## src/rtl/car_position_model_floor_span_counter.sv

```systemverilog
`default_nettype none
// ============================================================================
// Module      : floor_span_counter
// Description : Up/down counter of ticks travelled above the current floor.
//               Wraps MAX-1 -> 0 on inc (wrap) and 0 -> MAX-1 on dec (borrow)
//               so the owner can step its floor index.
// Revision    : 1.0 - initial release
// ============================================================================
module floor_span_counter #(
  parameter int MAX = 8,
  parameter int W   = $clog2(MAX)
) (
  input  logic         clk,
  input  logic         rst,
  input  logic         inc,
  input  logic         dec,
  output logic [W-1:0] count,
  output logic [W-1:0] count_nxt,
  output logic         wrap,
  output logic         borrow
);

  localparam logic [W-1:0] TOP = W'(MAX - 1);

  assign wrap   = inc && (count == TOP);
  assign borrow = dec && !inc && (count == '0);

  // Next count; inc wins should both ever be asserted
  always_comb begin
    count_nxt = count;
    if (inc) begin
      count_nxt = wrap ? '0 : count + 1'b1;
    end else if (dec) begin
      count_nxt = borrow ? TOP : count - 1'b1;
    end
  end

  // Count register
  always_ff @(posedge clk) begin
    if (rst) begin
      count <= '0;
    end else begin
      count <= count_nxt;
    end
  end

endmodule
`default_nettype wire

```

## config.mk

```make
export PLATFORM = sky130hd
export DESIGN_NAME = floor_span_counter
export DESIGN_NICKNAME = d
export VERILOG_FILES = /design/src/rtl/car_position_model_floor_span_counter.sv
export SDC_FILE = /design/constraint.sdc
export NUM_CORES = 1
export LEC_CHECK = 0
export CORE_AREA = 3 3 40 42
export DETAILED_ROUTE_END_ITERATION = 6
export DIE_AREA = 0 0 43 45
export GPL_TIMING_DRIVEN = 0
export MAX_ROUTING_LAYER = met4
export PLACE_DENSITY = 0.46
export SYNTH_ARGS = -nofsm -noshare
export SYNTH_HDL_FRONTEND = slang
export SYNTH_SLANG_ARGS = --single-unit
```

## constraint.sdc

```tcl
create_clock -name clk -period 1.7 [get_ports clk]
set_input_delay 0.34 -clock clk [delete_from_list [all_inputs] [get_ports clk]]
set_output_delay 0.34 -clock clk [all_outputs]
set_load 0.01 [all_outputs]
```

==> results of run 1 <==
-- report_power, final --
part / internal (mW) / leakage, nW / switching [mW]
Sequential: 0.0837 / 0.0264 / 0.0171
Combinational: 0.112 / 0.166 / 0.0870
Clock: 0.0878 / 0.0150 / 0.0348
Total: 0.283 / 0.207 / 0.139
-- cell type report --
cell class / count / area [um^2]
inverter: 2 / 7.51
multi-input combinational: 26 / 262
clock buffer: 4 / 26.3
tap: 15 / 18.8
timing repair buffer: 14 / 123
sequential: 3 / 68.8
fill: 142 / 779
-- tightest hold or removal path, stage by stage --
cell and delay [ns]:
dlygate4sd2_1 0.36, a21o_1 0.14, a21oi_1 0.06
-- synth_stat cells (all sizes together), types with 2 or more instances --
cell    number  area (um^2)
dfxtp        3         60.1
ha           4         50.1
nand2b       2         12.5
nand2        3         11.3
inv          2         7.51
and2b        2         17.5
a21oi        4         27.5
-- per-stage QoR --
| stage | instances | power [mW] | hold WS, ns |
|---|---|---|---|
| after CTS | 64 | 0.428 | 0.676 |
| after floorplan | 31 | 0.188 | 0.409 |
| after global routing | 64 | 0.458 | 0.728 |
| after detailed placement | 57 | 0.273 | 0.678 |
| final | 64 | 0.422 | 0.710 |
| after global placement | 57 | 0.268 | 0.673 |
-- path summary, 6_finish.rpt --
check | endpoint | slack (ns) | start | cells after the start
worst max-delay path | count_nxt[1] | -0.09 | count[0] | 6
worst min-delay path | count[1] | 0.71 | inc | 3
worst max register to register | count[1] | 0.39 | count[0] | 6
worst min register to register | count[1] | 0.72 | count[1] | 3
-- cells by family (layout without fill, tap and decap cells) --
kind of cell | Yosys count | count (layout) | share of synthesized area (%)
multiplexers | 1 | 1 | 7.89
AND/OR/NAND/NOR | 15 | 15 | 36.8
flip-flops | 3 | 3 | 21.1
AO/OA/AOI/OAI | 6 | 6 | 14.0
adder cells (fa/ha/maj) | 4 | 4 | 17.5
buffers and inverters | 2 | 20 | 2.63
-- routing by layer --
metal	GRT usage (%)	wire, um	part of all wire [%]
met3	1.59	26	3.2
met1	8.17	315	38
met2	18.6	478	58
met5	-	0	0
met4	7.23	0	0
-- timing repair --
item                       CTS  global route
pin swaps                    3             0
buffers inserted             3             0
resized for setup           30             2
setup endpoints to repair    5             5
==> impl_results.md, run 1 <==
- Status: finished with violations
- Violated checks: negative setup slack
- Number of flops mapped to enable cells by yosys: 0
- Largest register FFs: 3
- Actual slew at the worst max-slew pin: 0.279 ns
- Placement Setup Slack: -0.556 ns
- WP data arrival: between 1 and 1.5 ns
- Max stage delay cell, worst path: dfxtp_4
- Ratio of cells with drive above 1 in the final layout: between 50% and 60%
- Placed Area: just over 400 um^2
- FF+latch count, synth: 3
- TritonCTS buffer count: 3
- Die area: 1940 um^2
- Post-Syn Area per Cell: 9.20 um^2
- Req. time, crit path: roughly 1.4 ns
- Count of final setup violators: 3
- Max Buffers Root-to-Sink: 2
- Most used cell, CP: ha_4
- Final Slew Violations: 0
- Synth warn: 0
- Static leakage: 0.207 nW
- Area Growth Syn to Fin: 77.2%
- GRT Util Overall: under 10%
- Crit-path leading delay family: flip-flops
- Clk_skew: roughly 0.0014 ns
- CTS Hold Bufs: 0
- Power Density: ~840 nW/um^2
- # IOs: 12
- Most common cell after layout, fill and taps aside: clkdlybuf4s50_1
- Diodes inserted: 0
- Slew headroom: roughly four fifths
- Die Y: 45 um
- H-Tree Depth: 1
- Final wirelength: roughly 820 um
- Pre-Repair DR Iteration Count: 1
- Largest registers: count x3
- Crit path buffers/inverters: 1
- Clock Latency Late Sink: ~0.23 ns
- Net Count, Synth: 39
- Nets@finish: between 50 and 60
- Final hold vios: 0
- Critical Path Fanout Max: 4
- Final worst setup slack: -0.0882 ns
- First-pass GRT wire length: between 1000 and 1500 um
- Largest register by flop count: count
- DRT antenna net count: 0
- Setup repair after global routing missed its margin: yes
- Finished Cell Area: around 510 um^2
- Minimum clock period: between 1.5 and 2 ns
- Ys flop type: dfxtp_1
- Max-cap violations: 0
- DR vias/cell: ~4.5
- Crit-path max cell delay: 0.37 ns
- Fin Setup TNS: -0.231 ns
- CP Class: reg2out
- CP Launch Type: flop
- Largest net degree at the start of global routing: 9
- Global placer's final weighted congestion: 0.723
- GRT overflow: 0
- Most frequent cells in the layout: clkdlybuf4s50_1 (4), ha_4 (3), clkbuf_4 (3), buf_4 (3)
- Core Region: between 1000 and 1500 um^2
- Synthesized area: 285 um^2
- Worst-path cell chain: ha_4 -> ha_4 -> and2b_2 -> a21oi_2 -> nand2_1 -> buf_2
- Post-synth cell types: 19
- Clock slew at the register clock pins of the worst setup and hold paths: about 0.030 ns
- Initial antenna violation count: 0
- Routed WL per cell: between 10 and 15 um
- F_max: 559 MHz
- Final cell utilization of the core: about two fifths
- Die width: 43 um
- Post-synthesis sequential area ratio: between 20% and 30%
- Vias after detailed routing: 287
- Vias in the first global route: 299
- CTS Sinks: 3
- HP Class: in2reg
- Initial Util: 22.2%
- Port Buffers: 11
- Root Driver: clkbuf_4
- CTS tree: built
- Post-synthesis cell count: 31
- FFs w/ async S/R, synth: 0%
- Starting DRC count in detailed routing: 0
- CP Capture Type: output pin
- FP Rows: 13
- Drt drc: 0
- Final worst path period share: 105%
- Worst VDD drop: a little over 0.3 mV
Note: power is estimated with default switching activity, not from simulation.
==> run 2: changes to the inputs <==
--- a/config.mk
+++ b/config.mk
@@ -9,8 +9,11 @@
 export DETAILED_ROUTE_END_ITERATION = 6
 export DIE_AREA = 0 0 43 45
 export GPL_TIMING_DRIVEN = 0
+export HOLD_SLACK_MARGIN = 0.12
 export MAX_ROUTING_LAYER = met4
 export PLACE_DENSITY = 0.46
+export SKIP_CTS_REPAIR_TIMING = 1
 export SYNTH_ARGS = -nofsm -noshare
 export SYNTH_HDL_FRONTEND = slang
 export SYNTH_SLANG_ARGS = --single-unit
+export TNS_END_PERCENT = 5
==> run 2 against run 1 <==
Net effect: the run still ends with negative setup slack left; worst setup slack improved by 0.0020 ns; largest power group unchanged; critical path type unchanged; global-route usage decreased by 1.5 points; hold slack got worse by 0.13 ns.
==> impl_results.md, run 2 (synthesis gave the netlist of run 1 again) <==
- Status: finished with violations
- Violated checks: negative setup slack
- FP Rows: 13 (unchanged)
- FF-to-FF setup slack: 0.45 ns (+0.06 ns)
- Global placer's final weighted congestion: 0.723 (unchanged)
- Origin of the worst min-delay path: inc
- Final worst setup slack: -0.0862 ns (+0.00200 ns)
- Setup repair after global routing missed its margin: yes
- Critical Path Fanout Max: 6 (+2)
- Pre-Repair DR Iteration Count: 2 (+1)
- Ratio of cells with drive above 1 in the final layout: 41.3% (-12 points)
- Cell-internal power: 0.270 mW (-4.7%)
- Root Driver: clkbuf_4
- Die area: 1940 um^2 (unchanged)
- Clock Latency Late Sink: 0.23 ns (about the same)
- Placement Setup Slack: -0.556 ns (unchanged)
- Sequential power share: 25.0% (+1.1 points)
- Die Y: 45 um (unchanged)
- Final Slew Violations: 0 (unchanged)
- Initial Util: 22.2% (unchanged)
- Sw Pwr: 0.134 mW (-3.6%)
- Port Buffers: 11 (unchanged)
- Fin Setup TNS: -0.207 ns (+0.0232 ns)
- Req. time, crit path: 1.36 ns (about the same)
- Combinational power share: 44.6% (-2.5 points)
- Routed WL per cell: 13.0 um (+1.6%)
- Final worst path period share: 105% (-0.12 points)
- Initial antenna violation count: 0 (unchanged)
- HP Class: in2reg
- Power Density: 826 nW/um^2 (-1.2%)
- Clock power frac: 30.4% (+1.4 points)
- F_max: 560 MHz (+0.11%)
- Largest register by flop count: count
- Nets@finish: 55 (-5.2%)
- GRT overflow: 0 (unchanged)
- Drt drc: 0 (unchanged)
- Finished Cell Area: 489 um^2 (-3.2%)
- GRT Util Overall: 8.14% (-1.5 points)
- First-pass GRT wire length: 1110 um (-14%)
- Crit-path max cell delay: 0.37 ns (about the same)
- Actual slew at the worst max-slew pin: 0.278 ns (-0.000702 ns)
- WP data arrival: 1.45 ns (about the same)
- Static leakage: 0.247 nW (+19%)
- Largest register FFs: 3 (unchanged)
- Most common cell after layout, fill and taps aside: dlymetal6s2s_1
- Starting DRC count in detailed routing: 8 (+8)
- CTS tree: built
- Hold Path Depth: 3 (unchanged)
- Area Growth Syn to Fin: 71.5%
- Core Region: 1280 um^2 (unchanged)
- R2r worst-path depth: 4 (-2)
- Worst-path cell chain: inv_1 -> ha_1 -> nand2_2 -> mux2i_4 -> nand2_1 -> clkbuf_2
- Final hold vios: 0 (unchanged)
- DRT antenna net count: 0 (unchanged)
- Max stage delay cell, worst path: dfxtp_4
- CP Capture Type: output pin
- Largest net degree at the start of global routing: 9 (unchanged)
- Minimum clock period: 1.79 ns (-0.00200 ns)
- Worst r2r src: count[0]
- Placed Area: 414 um^2 (unchanged)
- Vias in the first global route: 279 (-6.7%)
- TritonCTS buffer count: 3 (unchanged)
- H-Tree Depth: 1 (unchanged)
- CTS Sinks: 3 (unchanged)
- Diodes inserted: 0 (unchanged)
- Slew headroom: 81.3% (-0.096 points)
- Max Buffers Root-to-Sink: 2 (unchanged)
- Final cell utilization of the core: 38.1% (-1.3 points)
- CP Launch Type: flop
- Switching share of power: 33.2% (+0.25 points)
- # IOs: 12 (unchanged)
- Worst VDD drop: 0.288 mV (-5.5%)
- Endpoint, Worst Hold: count[1]
- Crit path buffers/inverters: 2 (+1)
- CP Class: reg2out
- Max-cap violations: 0 (unchanged)
- DR vias/cell: 4.59 (+2.4%)
- Largest registers: count x3
- Clock slew at the register clock pins of the worst setup and hold paths: 0.03 ns (about the same)
- Count of final setup violators: 3 (unchanged)
- Most frequent cells in the layout: dlymetal6s2s_1 (5), clkdlybuf4s50_1 (4), ha_4 (3), clkbuf_4 (3)
- Vias after detailed routing: 280 (-2.4%)
- Final wirelength: 795 um (-3.2%)
- Reg-to-reg endpoint: count[0]
- Die width: 43 um (unchanged)
- Clk_skew: 0.00134 ns (-0.0000940 ns)
- Crit-path leading delay family: flip-flops
-- run 2: worst reg2reg max path, stage by stage, from the launching register on --
cell and delay (ns):
dfxtp_4 0.36, ha_4 0.17, ha_4 0.15, o21ai_1 0.17
nor4bb_1 0.30
-- run 2: worst max-delay path by stage --
stage	startpoint	end	slack, ns	cells after the start
6_report	count[0]	count_nxt[2]	-0.09	6
2_1_floorplan	count[0]	count_nxt[1]	0.15	5
4_1_cts	count[0]	count_nxt[1]	-0.63	6
5_1_grt	count[0]	count_nxt[2]	-0.16	6
3_5_place_dp	inc	count_nxt[2]	-0.56	5
3_3_place_gp	inc	count_nxt[1]	-0.54	5
-- run 2: cell type report --
class / count / area [um^2]
timing repair buffer: 11 / 113
clock buffer: 4 / 26.3
multi-input combinational: 26 / 258
inverter: 2 / 7.51
fill: 142 / 796
sequential: 3 / 66.3
tap: 15 / 18.8
-- run 2: layer usage --
| metal | part of all wire (%) | GRT usage, % | wire length (um) | vias to the layer above |
|---|---|---|---|---|
| met3 | 3.8 | 1.59 | 30 | 0 |
| met2 | 56 | 14.7 | 443 | 5 |
| met5 | 0 | - | 0 | - |
| met4 | 0 | 7.23 | 0 | 0 |
| met1 | 40 | 7.21 | 321 | 135 |
| li1 | - | - | - | 140 |
-- run 2: power groups by stage --
stage / logic (mW) / registers [mW] / clock network (mW)
floorplan: 0.0907 / 0.0969 / 0
detailed placement: 0.177 / 0.0951 / 0
finish: 0.180 / 0.101 / 0.123
CTS: 0.178 / 0.0940 / 0.130
global placement: 0.173 / 0.0951 / 0
global route: 0.196 / 0.103 / 0.140
-- run 2: per-stage QoR --
step	hold slack, ns	total power, mW	instances
after global placement	0.673	0.268	57
after detailed placement	0.678	0.273	57
after global routing	0.608	0.438	61
final	0.578	0.404	61
after floorplan	0.409	0.188	31
after CTS	0.682	0.402	61
==> run 3: changes to the inputs <==
--- a/config.mk
+++ b/config.mk
@@ -8,10 +8,12 @@
 export CORE_AREA = 3 3 40 42
 export DETAILED_ROUTE_END_ITERATION = 6
 export DIE_AREA = 0 0 43 45
+export DONT_BUFFER_PORTS = 1
+export GPL_ROUTABILITY_DRIVEN = 0
 export GPL_TIMING_DRIVEN = 0
 export HOLD_SLACK_MARGIN = 0.12
 export MAX_ROUTING_LAYER = met4
-export PLACE_DENSITY = 0.46
+export PLACE_DENSITY = 0.34
 export SKIP_CTS_REPAIR_TIMING = 1
 export SYNTH_ARGS = -nofsm -noshare
 export SYNTH_HDL_FRONTEND = slang
==> run 3 against run 2 <==
Net effect: the flow still finishes with violations (negative setup slack); register-to-register slack lost 0.07 ns; clock skew grew 0.0018 ns; die area is the same; largest power group unchanged; maximum frequency grew 4.4%; critical path type unchanged; worst setup slack gained 0.076 ns; combinational power shrank 20%; via count shrank 17%; sequential power grew 6%; non-clock buffer count shrank 10; first-iteration DRC count shrank 75%.
==> impl_results.md, run 3 (synthesis gave the netlist of run 1 again) <==
- Port Buffers: 0 (-11)
- Combinational power share: 38.6% (-6.0 points)
- Clock slew at the register clock pins of the worst setup and hold paths: 0.04 ns (about the same)
- Clock power frac: 32.8% (+2.4 points)
- Actual slew at the worst max-slew pin: 0.203 ns (-0.0753 ns)
- Sequential power share: 28.6% (+3.6 points)
- CP Capture Type: output pin
- Largest registers: count x3
- Static leakage: 0.152 nW (-38%)
- Minimum clock period: 1.71 ns (-0.0756 ns)
- Status: finished with violations
- Drt drc: 0 (unchanged)
- Max Buffers Root-to-Sink: 2 (unchanged)
- CTS Sinks: 3 (unchanged)
- Clk_skew: 0.00314 ns (+0.00180 ns)
- DR vias/cell: 4.57 (-0.47%)
- Initial antenna violation count: 0 (unchanged)
- Die area: 1940 um^2 (unchanged)
- Final cell utilization of the core: 31.5% (-6.5 points)
- Req. time, crit path: 1.36 ns (about the same)
- Most used cell, CP: ha_4
- FF-to-FF setup slack: 0.38 ns (-0.07 ns)
- Overall Power: 0.374 mW (-7.6%)
- DRT antenna net count: 0 (unchanged)
- GRT Util Overall: 7.11% (-1.0 points)
- Die Y: 45 um (unchanged)
- Final worst path period share: 101% (-4.4 points)
- Count of final setup violators: 2 (-1)
- Final Slew Violations: 0 (unchanged)
- Placed Area: 304 um^2 (-27%)
- Worst VDD drop: 0.361 mV (+25%)
- CTS tree: built
- Largest register FFs: 3 (unchanged)
- Cell-internal power: 0.247 mW (-8.6%)
- FP Rows: 13 (unchanged)
- Crit-path max cell delay: 0.39 ns (+0.02 ns)
- Routed WL per cell: 12.4 um (-4.6%)
- Starting DRC count in detailed routing: 2 (-6)
- CP Class: reg2out
- WP data arrival: 1.37 ns (-0.08 ns)
- Nets@finish: 45 (-18%)
- Final hold vios: 0 (unchanged)
- Largest net degree at the start of global routing: 9 (unchanged)
- Worst-path cell chain: ha_4 -> ha_4 -> and2b_2 -> a21oi_4 -> nand2_2
- CP Launch Type: flop
- Setup repair after global routing missed its margin: yes
- Switching share of power: 33.9% (+0.74 points)
- Diodes inserted: 0 (unchanged)
- Core Region: 1280 um^2 (unchanged)
- Largest register by flop count: count
- Max stage delay cell, worst path: dfxtp_2
- Pre-Repair DR Iteration Count: 4 (+2)
- Slew headroom: 86.3% (+5.0 points)
- Max-cap violations: 0 (unchanged)
- Placement Setup Slack: -0.00766 ns (+0.548 ns)
- Sw Pwr: 0.127 mW (-5.5%)
- F_max: 585 MHz (+4.4%)
- TritonCTS buffer count: 3 (unchanged)
- Area Growth Syn to Fin: 42.1%
- Clock Latency Late Sink: 0.23 ns (about the same)
- Initial Util: 22.2% (unchanged)
- Critical Path Fanout Max: 4 (-2)
- Ratio of cells with drive above 1 in the final layout: 58.3% (+17 points)
- Violated checks: negative setup slack
- Vias in the first global route: 237 (-15%)
- Dpl hpwl: just over 500 um
- Finished Cell Area: 405 um^2 (-17%)
- Final worst setup slack: -0.0107 ns (+0.0756 ns)
- Most frequent cells in the layout: nand2_2 (3), ha_4 (3), clkbuf_4 (3)
- Root Driver: clkbuf_4
- # IOs: 12 (unchanged)
- First-pass GRT wire length: 986 um (-11%)
- Vias after detailed routing: 233 (-17%)
- GRT overflow: 0 (unchanged)
- Final wirelength: 634 um (-20%)
- H-Tree Depth: 1 (unchanged)
- Die width: 43 um (unchanged)
- HP Class: in2reg
- Power Density: 921 nW/um^2 (+12%)
[run 3: changes by cell type in the layout (fill, tap and decap cells not counted), moves of 2 or more]
cell,previous run,this run
nand2_1,2,0
clkbuf_2,2,0
a21oi_2,2,0
nand2_2,1,3
clkdlybuf4s50_1,4,0
dlymetal6s2s_1,5,0
a21oi_4,0,2
[run 3: power groups by stage]
stage          registers, mW  logic, mW  clock network, mW
6_report               0.107      0.144              0.122
5_1_grt                0.110      0.158              0.135
4_1_cts                0.100      0.104              0.127
3_5_place_dp           0.101      0.104                  0
3_3_place_gp           0.101      0.103                  0
2_1_floorplan         0.0969     0.0907                  0
[run 3: cell type report]
type | instances | area [um^2]
inverter | 2 | 7.51
tap | 15 | 18.8
timing repair buffer | 1 | 7.51
sequential | 3 | 66.3
fill | 139 | 880
clock buffer | 4 | 26.3
multi-input combinational | 26 | 279
[run 3: worst max-delay path: cells and delay by family (launching register included)]
kind | cells | cell delay [ns]
adders and majority gates | 2 | 0.28
AOI/OAI and AO/OA | 1 | 0.14
DFF | 1 | 0.39
and+or+nand+nor | 2 | 0.34
[run 3: worst paths after layout]
| path | from | end | cells after the start |
|---|---|---|---|
| hold / removal | rst | count[2] | 1 |
| setup reg to reg | count[0] | count[2] | 6 |
| hold reg to reg | count[0] | count[0] | 2 |
| setup / recovery | count[1] | count_nxt[2] | 5 |
[run 3: per-stage QoR]
step / hold slack [ns] / cells / TNS [ns]
after floorplan: 0.409 / 31 / 0
after global placement: 0.411 / 46 / -0.0152
after detailed placement: 0.414 / 46 / -0.00766
after CTS: 0.172 / 50 / -0.667
after global routing: 0.155 / 51 / -0.217
final: 0.169 / 51 / -0.0213
[run 3: metal layers]
metal | vias to the layer above | routed length [um] | track usage, %
li1 | 120 | - | -
met1 | 101 | 274 | 7.91
met2 | 12 | 283 | 10.2
met3 | 0 | 76 | 3.98
met4 | 0 | 0 | 3.61
met5 | - | 0 | -
